### config.mk
export PLATFORM = sky130hd
export DESIGN_NAME = csr_access_unit_flat
export DESIGN_NICKNAME = d
export VERILOG_FILES = /design/src/rtl/csr_access_unit_if.sv /design/src/rtl/csr_access_unit.sv /design/src/flat_wrapper.sv
export SDC_FILE = /design/constraint.sdc
export NUM_CORES = 1
export LEC_CHECK = 0
export CAP_MARGIN = 5
export CELL_PAD_IN_SITES_DETAIL_PLACEMENT = 0
export CELL_PAD_IN_SITES_GLOBAL_PLACEMENT = 1
export CORE_ASPECT_RATIO = 2
export CORE_UTILIZATION = 32
export CTS_CLUSTER_SIZE = 28
export DETAILED_ROUTE_END_ITERATION = 16
export PLACE_DENSITY_LB_ADDON = 0.1
export SYNTH_ARGS = -nofsm -noshare
export SYNTH_HDL_FRONTEND = slang
export SYNTH_SLANG_ARGS = --single-unit
### constraint.sdc
create_clock -name clk -period 1.6 [get_ports clk]
set_clock_uncertainty 0.05 [all_clocks]
set_input_delay 0.16 -clock clk [delete_from_list [all_inputs] [get_ports clk]]
set_output_delay 0.16 -clock clk [all_outputs]
set_load 0.03 [all_outputs]
### src/rtl/csr_access_unit_if.sv
// Request/response/bank bundle between the EX stage, csr_access_unit and the CSR bank.
// slave: the access unit's view (takes requests, drives the bank ports and responses).
// master: the environment's view (pipeline + bank + response consumer).
interface csr_access_unit_if;
    // request from EX
    logic        req_valid;
    logic        req_ready;
    logic [2:0]  req_funct3;
    logic [11:0] req_addr;
    logic [4:0]  req_rs1_idx;
    logic [31:0] req_rs1_data;
    logic [4:0]  req_rd;
    logic        flush;
    // CSR bank read/write ports
    logic [11:0] csr_raddr;
    logic [31:0] csr_rdata;
    logic        csr_wen;
    logic [11:0] csr_waddr;
    logic [31:0] csr_wdata;
    // response to write-back
    logic        rsp_valid;
    logic        rsp_ready;
    logic [31:0] rsp_data;
    logic [4:0]  rsp_rd;
    logic        rsp_illegal;
    logic        busy;

    modport slave (
        input  req_valid, req_funct3, req_addr, req_rs1_idx, req_rs1_data, req_rd, flush,
        input  csr_rdata, rsp_ready,
        output req_ready, csr_raddr, csr_wen, csr_waddr, csr_wdata,
        output rsp_valid, rsp_data, rsp_rd, rsp_illegal, busy
    );

    modport master (
        output req_valid, req_funct3, req_addr, req_rs1_idx, req_rs1_data, req_rd, flush,
        output csr_rdata, rsp_ready,
        input  req_ready, csr_raddr, csr_wen, csr_waddr, csr_wdata,
        input  rsp_valid, rsp_data, rsp_rd, rsp_illegal, busy
    );
endinterface

### src/rtl/csr_access_unit.sv
// Zicsr execute unit: reads a counter CSR, applies RW/RS/RC, writes it back, returns the old value.
// Latency from acceptance: illegal 1 cycle, read-only 2 cycles, read-modify-write 3 cycles.
// One instruction in flight; req_ready only in IDLE; response held until rsp_ready; flush aborts in READ.
// Ports: clk, rst (sync, active high), bus (csr_access_unit_if.slave: req_*, flush, csr_*, rsp_*, busy).
module csr_access_unit #(
    parameter bit ALLOW_WRITE = 1'b1
) (
    input  logic             clk,
    input  logic             rst,
    csr_access_unit_if.slave bus
);

    typedef enum logic [1:0] {IDLE, READ, WRITE, RESP} state_t;

    state_t      state;
    logic [1:0]  op_q;        // funct3[1:0]: 01 RW, 10 RS, 11 RC
    logic [4:0]  rs1_idx_q;
    logic [31:0] operand_q;
    logic [31:0] old_val;
    logic        ready_q;
    logic        wen_q;

    logic        addr_legal;
    logic        req_writes;
    logic        req_illegal;
    logic [31:0] req_operand;
    logic        req_ready_int;
    logic        req_fire;
    logic        write_needed;
    logic [31:0] new_val;

    always_comb begin
        addr_legal = 1'b0;
        case (bus.req_addr)
            12'hC00, 12'hC80, 12'hC02, 12'hC82: addr_legal = 1'b1;
            default:                            addr_legal = 1'b0;
        endcase
    end

    // Set/clear forms with rs1/zimm == 0 are pure reads.
    assign req_writes    = (bus.req_funct3[1:0] == 2'b01) || (bus.req_rs1_idx != 5'd0);
    assign req_illegal   = !addr_legal || (bus.req_funct3[1:0] == 2'b00) || (!ALLOW_WRITE && req_writes);
    assign req_operand   = bus.req_funct3[2] ? {27'd0, bus.req_rs1_idx} : bus.req_rs1_data;

    assign req_ready_int = ready_q && !bus.flush && !rst;
    assign req_fire      = bus.req_valid && req_ready_int;
    assign bus.req_ready = req_ready_int;

    // A write cycle caught by reset must not reach the bank.
    assign bus.csr_wen   = wen_q && !rst;

    assign write_needed  = (op_q == 2'b01) || (rs1_idx_q != 5'd0);

    // Computed from the bank data seen in READ (the same value captured into old_val),
    // so csr_wdata can be registered and presented throughout the WRITE cycle.
    always_comb begin
        new_val = operand_q;
        case (op_q)
            2'b10:   new_val = bus.csr_rdata | operand_q;
            2'b11:   new_val = bus.csr_rdata & ~operand_q;
            default: new_val = operand_q;
        endcase
    end

    always_ff @(posedge clk) begin
        if (rst) begin
            state           <= IDLE;
            op_q            <= 2'b00;
            rs1_idx_q       <= 5'd0;
            operand_q       <= 32'd0;
            old_val         <= 32'd0;
            ready_q         <= 1'b0;
            wen_q           <= 1'b0;
            bus.csr_raddr   <= 12'd0;
            bus.csr_waddr   <= 12'd0;
            bus.csr_wdata   <= 32'd0;
            bus.rsp_valid   <= 1'b0;
            bus.rsp_data    <= 32'd0;
            bus.rsp_rd      <= 5'd0;
            bus.rsp_illegal <= 1'b0;
            bus.busy        <= 1'b0;
        end else begin
            case (state)
                IDLE: begin
                    ready_q <= 1'b1;
                    if (req_fire) begin
                        op_q            <= bus.req_funct3[1:0];
                        rs1_idx_q       <= bus.req_rs1_idx;
                        operand_q       <= req_operand;
                        bus.csr_raddr   <= bus.req_addr;
                        bus.rsp_rd      <= bus.req_rd;
                        bus.rsp_illegal <= req_illegal;
                        bus.rsp_data    <= 32'd0;
                        ready_q         <= 1'b0;
                        bus.busy        <= 1'b1;
                        if (req_illegal) begin
                            bus.rsp_valid <= 1'b1;
                            state         <= RESP;
                        end else begin
                            state         <= READ;
                        end
                    end
                end
                READ: begin
                    if (bus.flush) begin
                        ready_q  <= 1'b1;
                        bus.busy <= 1'b0;
                        state    <= IDLE;
                    end else begin
                        old_val <= bus.csr_rdata;
                        if (write_needed) begin
                            wen_q         <= 1'b1;
                            bus.csr_waddr <= bus.csr_raddr;
                            bus.csr_wdata <= new_val;
                            state         <= WRITE;
                        end else begin
                            bus.rsp_data  <= bus.csr_rdata;
                            bus.rsp_valid <= 1'b1;
                            state         <= RESP;
                        end
                    end
                end
                WRITE: begin
                    wen_q         <= 1'b0;
                    bus.rsp_data  <= old_val;
                    bus.rsp_valid <= 1'b1;
                    state         <= RESP;
                end
                RESP: begin
                    if (bus.rsp_ready) begin
                        bus.rsp_valid <= 1'b0;
                        ready_q       <= 1'b1;
                        bus.busy      <= 1'b0;
                        state         <= IDLE;
                    end
                end
                default: state <= IDLE;
            endcase
        end
    end

endmodule
### src/flat_wrapper.sv
// flat-port wrapper written by rule: the top's interface ports become plain ports
module csr_access_unit_flat 
#(
    parameter bit ALLOW_WRITE = 1'b1
)
  (clk, rst, bus_req_valid, bus_req_funct3, bus_req_addr, bus_req_rs1_idx, bus_req_rs1_data, bus_req_rd, bus_flush, bus_csr_rdata, bus_rsp_ready, bus_req_ready, bus_csr_raddr, bus_csr_wen, bus_csr_waddr, bus_csr_wdata, bus_rsp_valid, bus_rsp_data, bus_rsp_rd, bus_rsp_illegal, bus_busy);
  csr_access_unit_if bus_i ();
  input  logic clk;
  input  logic rst;
  input wire logic [$bits(bus_i.req_valid)-1:0] bus_req_valid;
  input wire logic [$bits(bus_i.req_funct3)-1:0] bus_req_funct3;
  input wire logic [$bits(bus_i.req_addr)-1:0] bus_req_addr;
  input wire logic [$bits(bus_i.req_rs1_idx)-1:0] bus_req_rs1_idx;
  input wire logic [$bits(bus_i.req_rs1_data)-1:0] bus_req_rs1_data;
  input wire logic [$bits(bus_i.req_rd)-1:0] bus_req_rd;
  input wire logic [$bits(bus_i.flush)-1:0] bus_flush;
  input wire logic [$bits(bus_i.csr_rdata)-1:0] bus_csr_rdata;
  input wire logic [$bits(bus_i.rsp_ready)-1:0] bus_rsp_ready;
  output wire logic [$bits(bus_i.req_ready)-1:0] bus_req_ready;
  output wire logic [$bits(bus_i.csr_raddr)-1:0] bus_csr_raddr;
  output wire logic [$bits(bus_i.csr_wen)-1:0] bus_csr_wen;
  output wire logic [$bits(bus_i.csr_waddr)-1:0] bus_csr_waddr;
  output wire logic [$bits(bus_i.csr_wdata)-1:0] bus_csr_wdata;
  output wire logic [$bits(bus_i.rsp_valid)-1:0] bus_rsp_valid;
  output wire logic [$bits(bus_i.rsp_data)-1:0] bus_rsp_data;
  output wire logic [$bits(bus_i.rsp_rd)-1:0] bus_rsp_rd;
  output wire logic [$bits(bus_i.rsp_illegal)-1:0] bus_rsp_illegal;
  output wire logic [$bits(bus_i.busy)-1:0] bus_busy;
  assign bus_i.req_valid = bus_req_valid;
  assign bus_i.req_funct3 = bus_req_funct3;
  assign bus_i.req_addr = bus_req_addr;
  assign bus_i.req_rs1_idx = bus_req_rs1_idx;
  assign bus_i.req_rs1_data = bus_req_rs1_data;
  assign bus_i.req_rd = bus_req_rd;
  assign bus_i.flush = bus_flush;
  assign bus_i.csr_rdata = bus_csr_rdata;
  assign bus_i.rsp_ready = bus_rsp_ready;
  assign bus_req_ready = bus_i.req_ready;
  assign bus_csr_raddr = bus_i.csr_raddr;
  assign bus_csr_wen = bus_i.csr_wen;
  assign bus_csr_waddr = bus_i.csr_waddr;
  assign bus_csr_wdata = bus_i.csr_wdata;
  assign bus_rsp_valid = bus_i.rsp_valid;
  assign bus_rsp_data = bus_i.rsp_data;
  assign bus_rsp_rd = bus_i.rsp_rd;
  assign bus_rsp_illegal = bus_i.rsp_illegal;
  assign bus_busy = bus_i.busy;
  csr_access_unit #(.ALLOW_WRITE(ALLOW_WRITE)) u_core (.clk(clk), .rst(rst), .bus(bus_i));
endmodule
Word level (Yosys, flattened, before mapping)
Cells that the tools add are included.
{"block": "totals", "regBits": 171, "wordCells": 90, "inputBits": 94}
{"block": "classes", "bitwise_logic": 4, "eq_ne": 17, "reduce_logical": 25, "mux": 29}
{"op": "$mux W32", "count": 4}
{"op": "$pmux W32 S3", "count": 1}
{"op": "$pmux W32 S2", "count": 1}
{"op": "$eq A12 B12 Y1 const B", "count": 4}
{"op": "$and A32 B32 Y32", "count": 1}
{"op": "$not A32 Y32", "count": 1}
{"op": "$or A32 B32 Y32", "count": 1}
{"op": "$mux W1", "count": 14}
{"op": "$reduce_and A3 Y1", "count": 3}
{"op": "$eq A2 B2 Y1 const B", "count": 4}
{"op": "$mux W2", "count": 4}
{"op": "$ne A2 B2 Y1 const B", "count": 4}
{"op": "$pmux W2 S4", "count": 1}
{"op": "$reduce_and A4 Y1", "count": 2}
{"op": "$ne A2 B1 Y1 const B", "count": 3}
{"op": "$pmux W1 S3", "count": 2}
{"op": "$reduce_and A2 Y1", "count": 3}
{"op": "$reduce_bool A3 Y1", "count": 2}
{"op": "$reduce_and A5 Y1", "count": 1}
{"op": "$reduce_bool A5 Y1", "count": 1}
{"op": "$eq A2 B1 Y1 const B", "count": 2}
{"op": "$logic_and A1 B1 Y1", "count": 4}
{"op": "$logic_not A2 Y1", "count": 2}
{"op": "$pmux W1 S4", "count": 1}
{"op": "6 further kinds", "count": 9}

Logic depth before layout (Yosys ltp)
Gate-level depths: netlist of run 1.
{"block": "depth", "word_depth": 8, "depth_mapped": 9}

Least setup slack after synthesis of run 1
OpenSTA, ideal clock, no wires.
{"block": "synth_timing", "kind": "reg2reg", "startpoint": "reg u_core.state[1]", "endpoint": "reg u_core.bus.busy", "setup_ns": 0.128, "arrival_ns": 1.556, "path_slack_ns": -0.133, "path_buffers": 1, "path_stages_with_launch": 8, "path_cell_list": "dfxtp_1 -> inv_1 -> ha_1 -> nor2b_1 -> buf_2 -> a2111oi_1 -> mux2i_1 -> nor2_1"}
{"block": "synth_between", "elab_chain_cells": 3}
{"element": "from (decl)", "line": "csr_access_unit.sv:15", "rtl": "state_t state;"}
{"element": "from (signal assigned)", "line": "csr_access_unit.sv:67", "rtl": "state <= IDLE;"}
{"element": "from (signal assigned)", "line": "csr_access_unit.sv:98", "rtl": "state <= RESP;"}
{"element": "from (signal assigned)", "line": "csr_access_unit.sv:100", "rtl": "state <= READ;"}
{"element": "$eq A2 B1 Y1, or another cell as far along", "line": "csr_access_unit.sv:83", "rtl": "case (state)"}
{"element": "$ne A2 B2 Y1 (no source line), or another cell as far along"}
{"element": "$reduce_and A4 Y1 (no source line)"}
{"element": "to (signal assigned)", "line": "csr_access_unit.sv:81", "rtl": "bus.busy <= 1'b0;"}
{"element": "to (signal assigned)", "line": "csr_access_unit.sv:95", "rtl": "bus.busy <= 1'b1;"}
{"element": "to (signal assigned)", "line": "csr_access_unit.sv:107", "rtl": "bus.busy <= 1'b0;"}
{"element": "to (decl)", "line": "csr_access_unit_if.sv:32", "rtl": "output rsp_valid, rsp_data, rsp_rd, rsp_illegal, busy"}
Parallel ways exist; a longest one is shown, timed or not.
A chain may end at the register's enable or synchronous reset.

Worst setup path in the final report of run 1
{"block": "layout_timing", "startpoint": "reg u_core.state[0]", "endpoint": "reg u_core.state[0]"}
{"block": "layout_between", "elab_chain_cells": 3}
{"element": "$eq A2 B2 Y1 or $logic_not A2 Y1 (tied branches)", "line": "csr_access_unit.sv:83"}
{"element": "$ne A2 B2 Y1 (no source line) or $ne A2 B1 Y1 (tied branches)"}
{"element": "$reduce_and A2 Y1 (no source line)"}
Parallel ways exist; a longest one is shown, timed or not.

==> results of run 1 <==
## critical path, stage by stage, from the launching register on
cell and delay (ns):
sky130_fd_sc_hd__dfxtp_4 0.36, sky130_fd_sc_hd__buf_6 0.10, sky130_fd_sc_hd__ha_4 0.15, sky130_fd_sc_hd__buf_4 0.16
sky130_fd_sc_hd__nand2b_1 0.12, sky130_fd_sc_hd__nor4_1 0.52, sky130_fd_sc_hd__nor4_1 0.09, sky130_fd_sc_hd__a211oi_1 0.25
## synth_stat cells, drive strengths merged, types with 2 or more instances
cell type / instances
a21oi: 182
nand2: 172
dfxtp: 171
clkbuf: 53
nand4: 33
o21ai: 33
a211o: 32
a22o: 32
buf: 29
nand3b: 27
nor2: 24
mux2i: 18
a211oi: 6
ha: 5
nor4: 5
inv: 3
nand3: 3
nor2b: 3
nor3: 3
nand2b: 2
## state kept, by name, indices dropped and copies added, names as in the netlist, 2 cells and up
name,cells
u_core.bus.csr_raddr,12
u_core.bus.csr_waddr,12
u_core.bus.csr_wdata,32
u_core.bus.rsp_data,32
u_core.bus.rsp_rd,5
u_core.old_val,32
u_core.op_q,2
u_core.operand_q,32
u_core.rs1_idx_q,5
u_core.state,2
## cells by family after synthesis
group | Yosys count | synth area share
adders and majority gates | 5 | 0.008735
and+or+nand+nor | 279 | 0.1827
AOI/OAI and AO/OA | 293 | 0.2503
muxes | 19 | 0.02673
DFF | 171 | 0.4780
buffers and inverters | 85 | 0.05346
## placed cells by master (no fill, tap or decap), types with 18 or more instances in the layout
| cell type | instances |
|---|---|
| sky130_fd_sc_hd__a22o_1 | 32 |
| sky130_fd_sc_hd__buf_12 | 26 |
| sky130_fd_sc_hd__buf_6 | 23 |
| sky130_fd_sc_hd__nand2_1 | 136 |
| sky130_fd_sc_hd__clkdlybuf4s50_1 | 92 |
| sky130_fd_sc_hd__a211o_1 | 32 |
| sky130_fd_sc_hd__clkbuf_16 | 21 |
| sky130_fd_sc_hd__nor2_1 | 20 |
| sky130_fd_sc_hd__dfxtp_1 | 168 |
| sky130_fd_sc_hd__nand3b_1 | 27 |
| sky130_fd_sc_hd__mux2i_1 | 18 |
| sky130_fd_sc_hd__dlygate4sd2_1 | 95 |
| sky130_fd_sc_hd__nand2_2 | 26 |
| sky130_fd_sc_hd__nand4_1 | 33 |
| sky130_fd_sc_hd__buf_4 | 44 |
| sky130_fd_sc_hd__a21oi_1 | 176 |
| sky130_fd_sc_hd__o21ai_1 | 30 |
## metrics by stage
| step | instance area, sq um | power [mW] | TNS, ns | setup WS, ns | util |
|---|---|---|---|---|---|
| 2_1_floorplan | 7229 | 6.961 | -1.061 | -0.08214 | - |
| 3_3_place_gp | 9681 | 8.741 | -35.08 | -0.3088 | 0.4388 |
| 3_5_place_dp | 9681 | 8.742 | -39.70 | -0.3390 | 0.4388 |
| 4_1_cts | 11210 | 14.24 | -20.52 | -0.2122 | 0.5081 |
| 5_1_grt | 11510 | 15.06 | -31.90 | -0.3071 | 0.5219 |
| 6_report | 11510 | 14.49 | -23.69 | -0.2995 | 0.5219 |
## how the worst max path moves through the flow
stage / from / end / slack, ns / cells past startpoint
after detailed placement: bus_flush / u_core.bus.rsp_valid / -0.34 / 5
final: u_core.state[0] / u_core.state[0] / -0.30 / 7
after global routing: u_core.rs1_idx_q[1] / u_core.bus.rsp_data[10] / -0.31 / 7
after floorplan: u_core.rs1_idx_q[0] / u_core.bus.rsp_valid / -0.08 / 4
after global placement: bus_req_addr[2] / u_core.bus.rsp_valid / -0.31 / 6
after CTS: u_core.rs1_idx_q[0] / u_core.bus.csr_waddr[8] / -0.21 / 7
## timing repair
action | CTS | global route
pin swaps | 71 | 51
endpoints found under the setup margin | 245 | 173
gates resized for setup | 194 | 57
setup buffers | 31 | 7
hold endpoints to repair | 0 | 0
cloned | 17 | 5
## power by group
part           switching [mW]  internal (mW)
registers               0.148           4.50
logic                    3.01           2.74
clock network            1.78           2.31
## layer usage
layer	track usage	vias up
met4	0.09164	0
met3	0.03860	35
met5	0	-
li1	-	3501
met2	0.4768	209
met1	0.2674	3484
## area by class of cell
cell class                 instances  area [sq um]
clock inverter                     9         88.84
sequential                       171          3432
tap                              276         345.3
fill                            2058         10550
clock buffer                      22         484.2
timing repair buffer             302          3421
multi-input combinational        596          3730
inverter                           3         13.76
==> impl.org, run 1 <==
** Worst setup path
- Highest net fanout along the worst path :: 5
- The worst setup path is captured at a register.
- STA puts the critical path data required time at between 1.5 and 2 ns.
- The startpoint identified for the worst register-to-register timing path is u_core.state[0].
- In this run the register-to-register setup slack is -0.30 ns.
- Setup crit start kind :: register
- Classification of the worst setup path :: register to register
- Worst Path Arrival :: between 2 and 2.5 ns
- R2R depth :: 7
- Endpoint of the lowest-slack register-to-register path :: u_core.state[0]

** Placement
- Post-DP HPWL :: approximately 17000 microns
- The congestion estimate from routability-driven global placement came to 0.7622.
- In this run, placement finished with an instance count of ~1300.
- Input and output buffers added on the ports amount to ~190.

** Final layout
- Layout Nets :: 1190
- Area growth from synthesis to layout :: 60.78%
- Of the cells placed in the final design, the portion with a size suffix greater than 1 is 0.1995.
- The repair_antennas step left the layout with diodes totalling 0.
- Number of standard cells in the final layout excluding fillers :: around 1400

** Clocking
- Clock-pin slew on the worst setup and hold paths :: roughly 0.070 ns
- Total of hold buffers inserted after clock tree synthesis :: 0
- Number of H-tree levels :: 4
- The root buffer cell chosen for the clock tree is sky130_fd_sc_hd__clkbuf_16.
- Max Root-Sink Buffers :: 2
- CTS tree :: yes
- CTS buffer count :: 17
- For the worst-skew pair, the clock arrives at the later sink with an insertion delay of roughly 0.43 ns.
- CTS saw between 150 and 200 sinks.

** STA
- Timing would allow up to 526.4 MHz.
- Unrepaired setup endpoints after global routing :: true
- Minimum clock period :: around 1.9 ns
- Setup violations remaining at the end of the flow were counted as about 140.
- Number of endpoints with negative hold slack in the final report :: 0
- Share of the cycle needed by the critical path after routing :: 1.187
- The final number of max-transition violations is 0.
- Worst hold slack across all endpoints :: 0.2316 ns
- For the pin with the worst max-slew slack, the measured transition is approximately 1.1 ns.
- Worst slew margin relative to its limit :: 0.2409
- Final setup slack of the worst path :: -0.2995 ns

** Floorplan
- Die Footprint :: 23020 sq um
- After floorplanning, the core was divided into between 70 and 80 placement rows.
- The initial utilization of the core area, before any placement, comes to 0.3246.
- Height of the die :: 213.6 microns
- Top Ports :: between 150 and 200
- Core Box Area :: 22060 sq um
- Die Width :: 107.8 microns

** Yosys
- After technology mapping, the gate count stands at 852.
- Post-synthesis net count :: ~950
- For this run, the number of Yosys warnings is 0.
- In this run, synthesis inferred 0 flip-flops with an integrated enable.
- After synthesis, the netlist uses 40 different library cells.
- Of the synthesized area, sequential elements account for 0.4780.
- Synth Register Bits :: between 150 and 200
- Dividing the synthesized area by the synthesized cell count gives about 8.4 sq um.
- Cell type contributing the most total cell area after synthesis :: sky130_fd_sc_hd__dfxtp_1
- Of the post-synthesis cell area, the dominant cell type holds 0.4780.
- Netlist Area Pre-Place :: roughly 7200 sq um
- For this run, asynchronously set or reset flops after synthesis account for 0.
- Among all flip-flop cells after synthesis, the most frequent one is sky130_fd_sc_hd__dfxtp_1.
- Most area-consuming cells after synthesis :: sky130_fd_sc_hd__dfxtp_1, sky130_fd_sc_hd__a21oi_1, sky130_fd_sc_hd__nand2_1, sky130_fd_sc_hd__a211o_1, sky130_fd_sc_hd__a22o_1

** Power
- The analysis attributes to cell leakage a power of around 4.5 nW.
- Total power divided by cell area :: about 1300 nW/um^2
- IR analysis of the VDD net gives a maximum drop of between 0.7 and 0.8 mV.

** Detailed routing
- Routed length on met3 :: 1093 microns
- Detailed routing inserted a total of 7229 vias.
- In the final routed layout, each cell accounts on average for 20.55 microns.
- Detailed routing placed a total of around 16000 microns of wire on met2.
- The detailed router put a total of ~11000 microns of wire on met1.
- DRC errors left :: 0
- Routed via count divided by cell count :: around 5.2
- Total Routed Length :: between 20000 and 30000 microns
- First-pass iteration count of the detailed router :: 6
- For this block, the initial DRC count from the detailed router was roughly 270.
- Once detail routing completed, the nets flagged for antenna violations numbered 0.
- Top metal layer carrying routed signals :: met4

** Global route
- Via count of the first global-routing pass :: approximately 7100
- Overall global routing resource usage :: 0.2484
- GRT Residual Overflow :: 0
- Entering global routing, the biggest net connects about 100 pins.
- Initial antenna violation count :: 0
- First-pass GRT wire length :: 42260 microns

** Min path
- Hold Crit Start :: bus_req_rd[3]
- Counting instances, the worst hold path has a depth of 3.
- Hold Path Class :: input pin to register
- End of the worst hold path :: u_core.bus.rsp_rd[3]

** Status
- The final reports fail on setup timing.
- Result of the run :: finished, violations left

** Job
- Number of max-capacitance violations reported :: 0
Note: power is estimated with default switching activity, not from simulation.
==> run 2: changes to the inputs <==
- GPL_TIMING_DRIVEN: default -> 0
==> impl.org, run 2 (synthesized netlist as in run 1, its figures left out) <==
** Status
- The flow ran to the end, but the final reports show violations.
- The checks that failed: setup timing.

** Final layout
- Area growth from synthesis to layout :: 56.66%
- In the layout the commonest cells are sky130_fd_sc_hd__nand2_1, sky130_fd_sc_hd__dfxtp_1, sky130_fd_sc_hd__a21oi_1.
- The number of cells in the finished layout apart from fillers was 1390 (+0.80%).
- The fraction of final layout cells sized beyond drive strength 1 was 0.1975 (-0.001969).
- Most common library cell in the layout ignoring fill and taps :: sky130_fd_sc_hd__nand2_1
- The final layout net count came to 1200 (+0.84%).
- Count of antenna diodes in the layout :: 0 (unchanged)

** Floorplan
- Die Width :: 107.8 microns (unchanged)
- Site Rows :: 77 (unchanged)
- The overall die area is 23020 sq um (unchanged).
- The height of the die is 213.6 microns (unchanged).
- Initial core utilization :: 0.3246 (unchanged)
- The I/O pin count is 192 (unchanged).
- The core region area was 22060 sq um (unchanged).

** Worst setup path
- The reg2reg setup slack is -0.23 ns (+0.07 ns).
- The number of cells on the worst reg-to-reg path is 10 (+3).
- Endpoint of the lowest-slack register-to-register path :: u_core.bus.csr_wdata[1]
- In this run the critical register-to-register path is launched from u_core.state[1].
- Cell Chain, Critical Path :: inv_4 -> ha_4 -> nor2b_4 -> buf_6 -> o31ai_4 -> buf_12 -> buf_12 -> buf_6 -> a211o_1 -> a21oi_1
- The required time at the endpoint of the critical path is 1.92 ns (+0.05 ns).
- Highest net fanout along the worst path :: 8 (+3)
- On the critical path, the stage with the largest delay is an instance of sky130_fd_sc_hd__dfxtp_4.
- Critical path's largest stage delay :: 0.36 ns (-0.16 ns)
- The critical path in this run is classified as register to register.
- Setup crit start kind :: register
- The worst setup path is captured at a register.
- Start point of the critical path :: u_core.state[1]
- Worst Path Arrival :: 2.15 ns (-0.02 ns)

** Min path
- Hold Path Stages :: 3 (unchanged)
- The min-delay analysis places its worst path in the category input pin to register.
- Hold Crit Start :: bus_req_addr[1]
- End of the worst hold path :: u_core.bus.csr_raddr[1]

** STA
- The final setup violation count is 82 (-40%).
- The final-report hold violation count came to 0 (unchanged).
- The measured slew at the worst slew-check pin is 0.9053 ns (-0.2334 ns).
- The final number of max-transition violations is 0 (unchanged).
- Final setup slack of the worst path :: -0.2289 ns (+0.07063 ns)
- The final cycle utilization of the critical path was 1.143 (-0.04415).
- Setup repair after global routing could not meet its margin everywhere.
- The final critical delay including setup and external delays is 1.829 ns (-0.07063 ns).
- The upper clock frequency limit is 546.8 MHz (+3.9%).
- The setup TNS after final layout was -12.71 ns (+10.98 ns).
- The normalized max-slew margin came to 0.3965 (+0.1556).

** Power
- Switching Share :: 0.3633 (+0.02253)
- The power density relative to cell area came to 1228 nW/um^2 (-2.4%).
- Static leakage :: 4.346 nW (-4.3%)
- The power share of the combinational group came to 0.371 (-0.026).
- The clock network power share was 0.290 (+0.008).
- Sequential power share :: 0.339 (+0.018)
- Max rail drop VDD :: 0.8200 mV (+8.5%)
- The cell internal power dissipation is 8.775 mW (-8.1%).
- The switching power is 5.007 mW (+1.4%).

** Clocking
- Max Root-Sink Buffers :: 2 (unchanged)
- Latest clock arrival within the worst-skew pair :: 0.45 ns (+0.02 ns)
- Clock-pin slew on the worst setup and hold paths :: 0.07 ns (about the same)
- CTS tree :: yes
- CTS sink count :: 171 (unchanged)
- Number of H-tree levels :: 4 (unchanged)
- The cell sitting at the root of the clock tree is a sky130_fd_sc_hd__clkbuf_16.
- The TritonCTS buffer count is 17 (unchanged).

** Placement
- The cell total after placement is 1319 (+1.9%).
- Number of buffers added on ports :: 191 (unchanged)
- Placer's final routability congestion estimate :: 0.7871 (+3.3%)
- Post-DP HPWL :: 20350 microns (+22%)

** Global route
- Overall global routing resource usage :: 0.2466 (-0.001853)
- The final global-route overflow total is 0 (unchanged).
- The number of antenna violations at the first check in global routing was 0 (unchanged).
- Largest net degree at the start of global routing :: 17 (-83%)
- The number of global-route vias before repair came to 6951 (-2.1%).
- First-pass GRT wire length :: 41140 microns (-2.7%)

** Detailed routing
- Total Routed Length :: 28380 microns (+0.12%)
- Post-detailed-route count of antenna-violating nets :: 0 (unchanged)
- Wirelength per Cell :: 20.41 microns (-0.68%)
- Routed via count divided by cell count :: 5.178 (-1.2%)
- The overall via count from detail_route is 7198 (-0.43%).
- DRC errors left :: 0 (unchanged)
- The detailed router's first-iteration violation count came to 280 (+2.6%).
- First-pass iteration count of the detailed router :: 5 (-1)

** Job
- The reported max-cap violation count was 0 (unchanged).
run 2: critical path, delay by kind of cell, from the launching register on:
kind                     cells  cell delay (ns)
AND/OR/NAND/NOR              1             0.14
AO/OA/AOI/OAI                3             0.44
adder cells (fa/ha/maj)      1             0.13
buffers and inverters        5             0.63
flip-flops                   1             0.36
run 2: area by class of cell:
class / instances / area, sq um
Fill cell: 2187 / 10840
Clock buffer: 19 / 432.9
Clock inverter: 13 / 118.9
Timing Repair Buffer: 236 / 2410
Sequential cell: 171 / 3433
Buffer: 76 / 676.9
Inverter: 3 / 18.77
Multi-Input combinational cell: 596 / 3784
Tap cell: 276 / 345.3
run 2: metrics by stage:
stage | power [mW] | setup WS, ns | cell area [sq um] | utilization | hold WS, ns
after floorplan | 6.961 | -0.08214 | 7229 | - | 0.2460
after global placement | 8.318 | -1.624 | 9487 | 0.4300 | 0.3895
after detailed placement | 8.335 | -1.597 | 9487 | 0.4300 | 0.3944
after CTS | 13.24 | -0.2225 | 10690 | 0.4843 | 0.1901
after global routing | 14.37 | -0.2807 | 11220 | 0.5085 | 0.2241
final | 13.78 | -0.2289 | 11220 | 0.5085 | 0.2066
run 2: metal layers:
metal  routed length, microns  vias to the layer above  global-route usage
li1                         -                     3527                   -
met1                     9911                     3414              0.2439
met2                    16250                      209              0.4761
met3                     1234                       48             0.04833
met4                      984                        0              0.1228
met5                        0                        -                   0
run 2: how the worst max path moves through the flow:
| stage | endpoint | depth (start not counted) | slack, ns |
|---|---|---|---|
| global placement | bus_csr_wen | 6 | -1.62 |
| floorplan | u_core.bus.rsp_valid | 4 | -0.08 |
| finish | u_core.bus.csr_wdata[1] | 10 | -0.23 |
| global route | u_core.bus.csr_wdata[1] | 10 | -0.28 |
| CTS | u_core.bus.csr_waddr[7] | 7 | -0.22 |
| detailed placement | bus_csr_wen | 6 | -1.60 |
run 2: timing repair:
item / in CTS / in global routing
hold buffers: 0 / 0
pin swaps: 21 / 41
gates resized for setup: 250 / 116
endpoints found under the setup margin: 269 / 153
setup buffers: 22 / 8
gates cloned: 10 / 6
run 2: power groups by stage:
| stage | Sequential (mW) | Clock [mW] | Combinational (mW) |
|---|---|---|---|
| global placement | 4.72 | 0 | 3.59 |
| global route | 4.70 | 4.23 | 5.43 |
| finish | 4.68 | 3.99 | 5.11 |
| floorplan | 4.85 | 0 | 2.11 |
| CTS | 4.66 | 4.07 | 4.50 |
| detailed placement | 4.73 | 0 | 3.60 |
==> run 3: changes to the inputs <==
- SLEW_MARGIN: default -> 15
==> results of run 3 <==
Same layout as run 2: the final DEF is identical, and so are final timing and power.
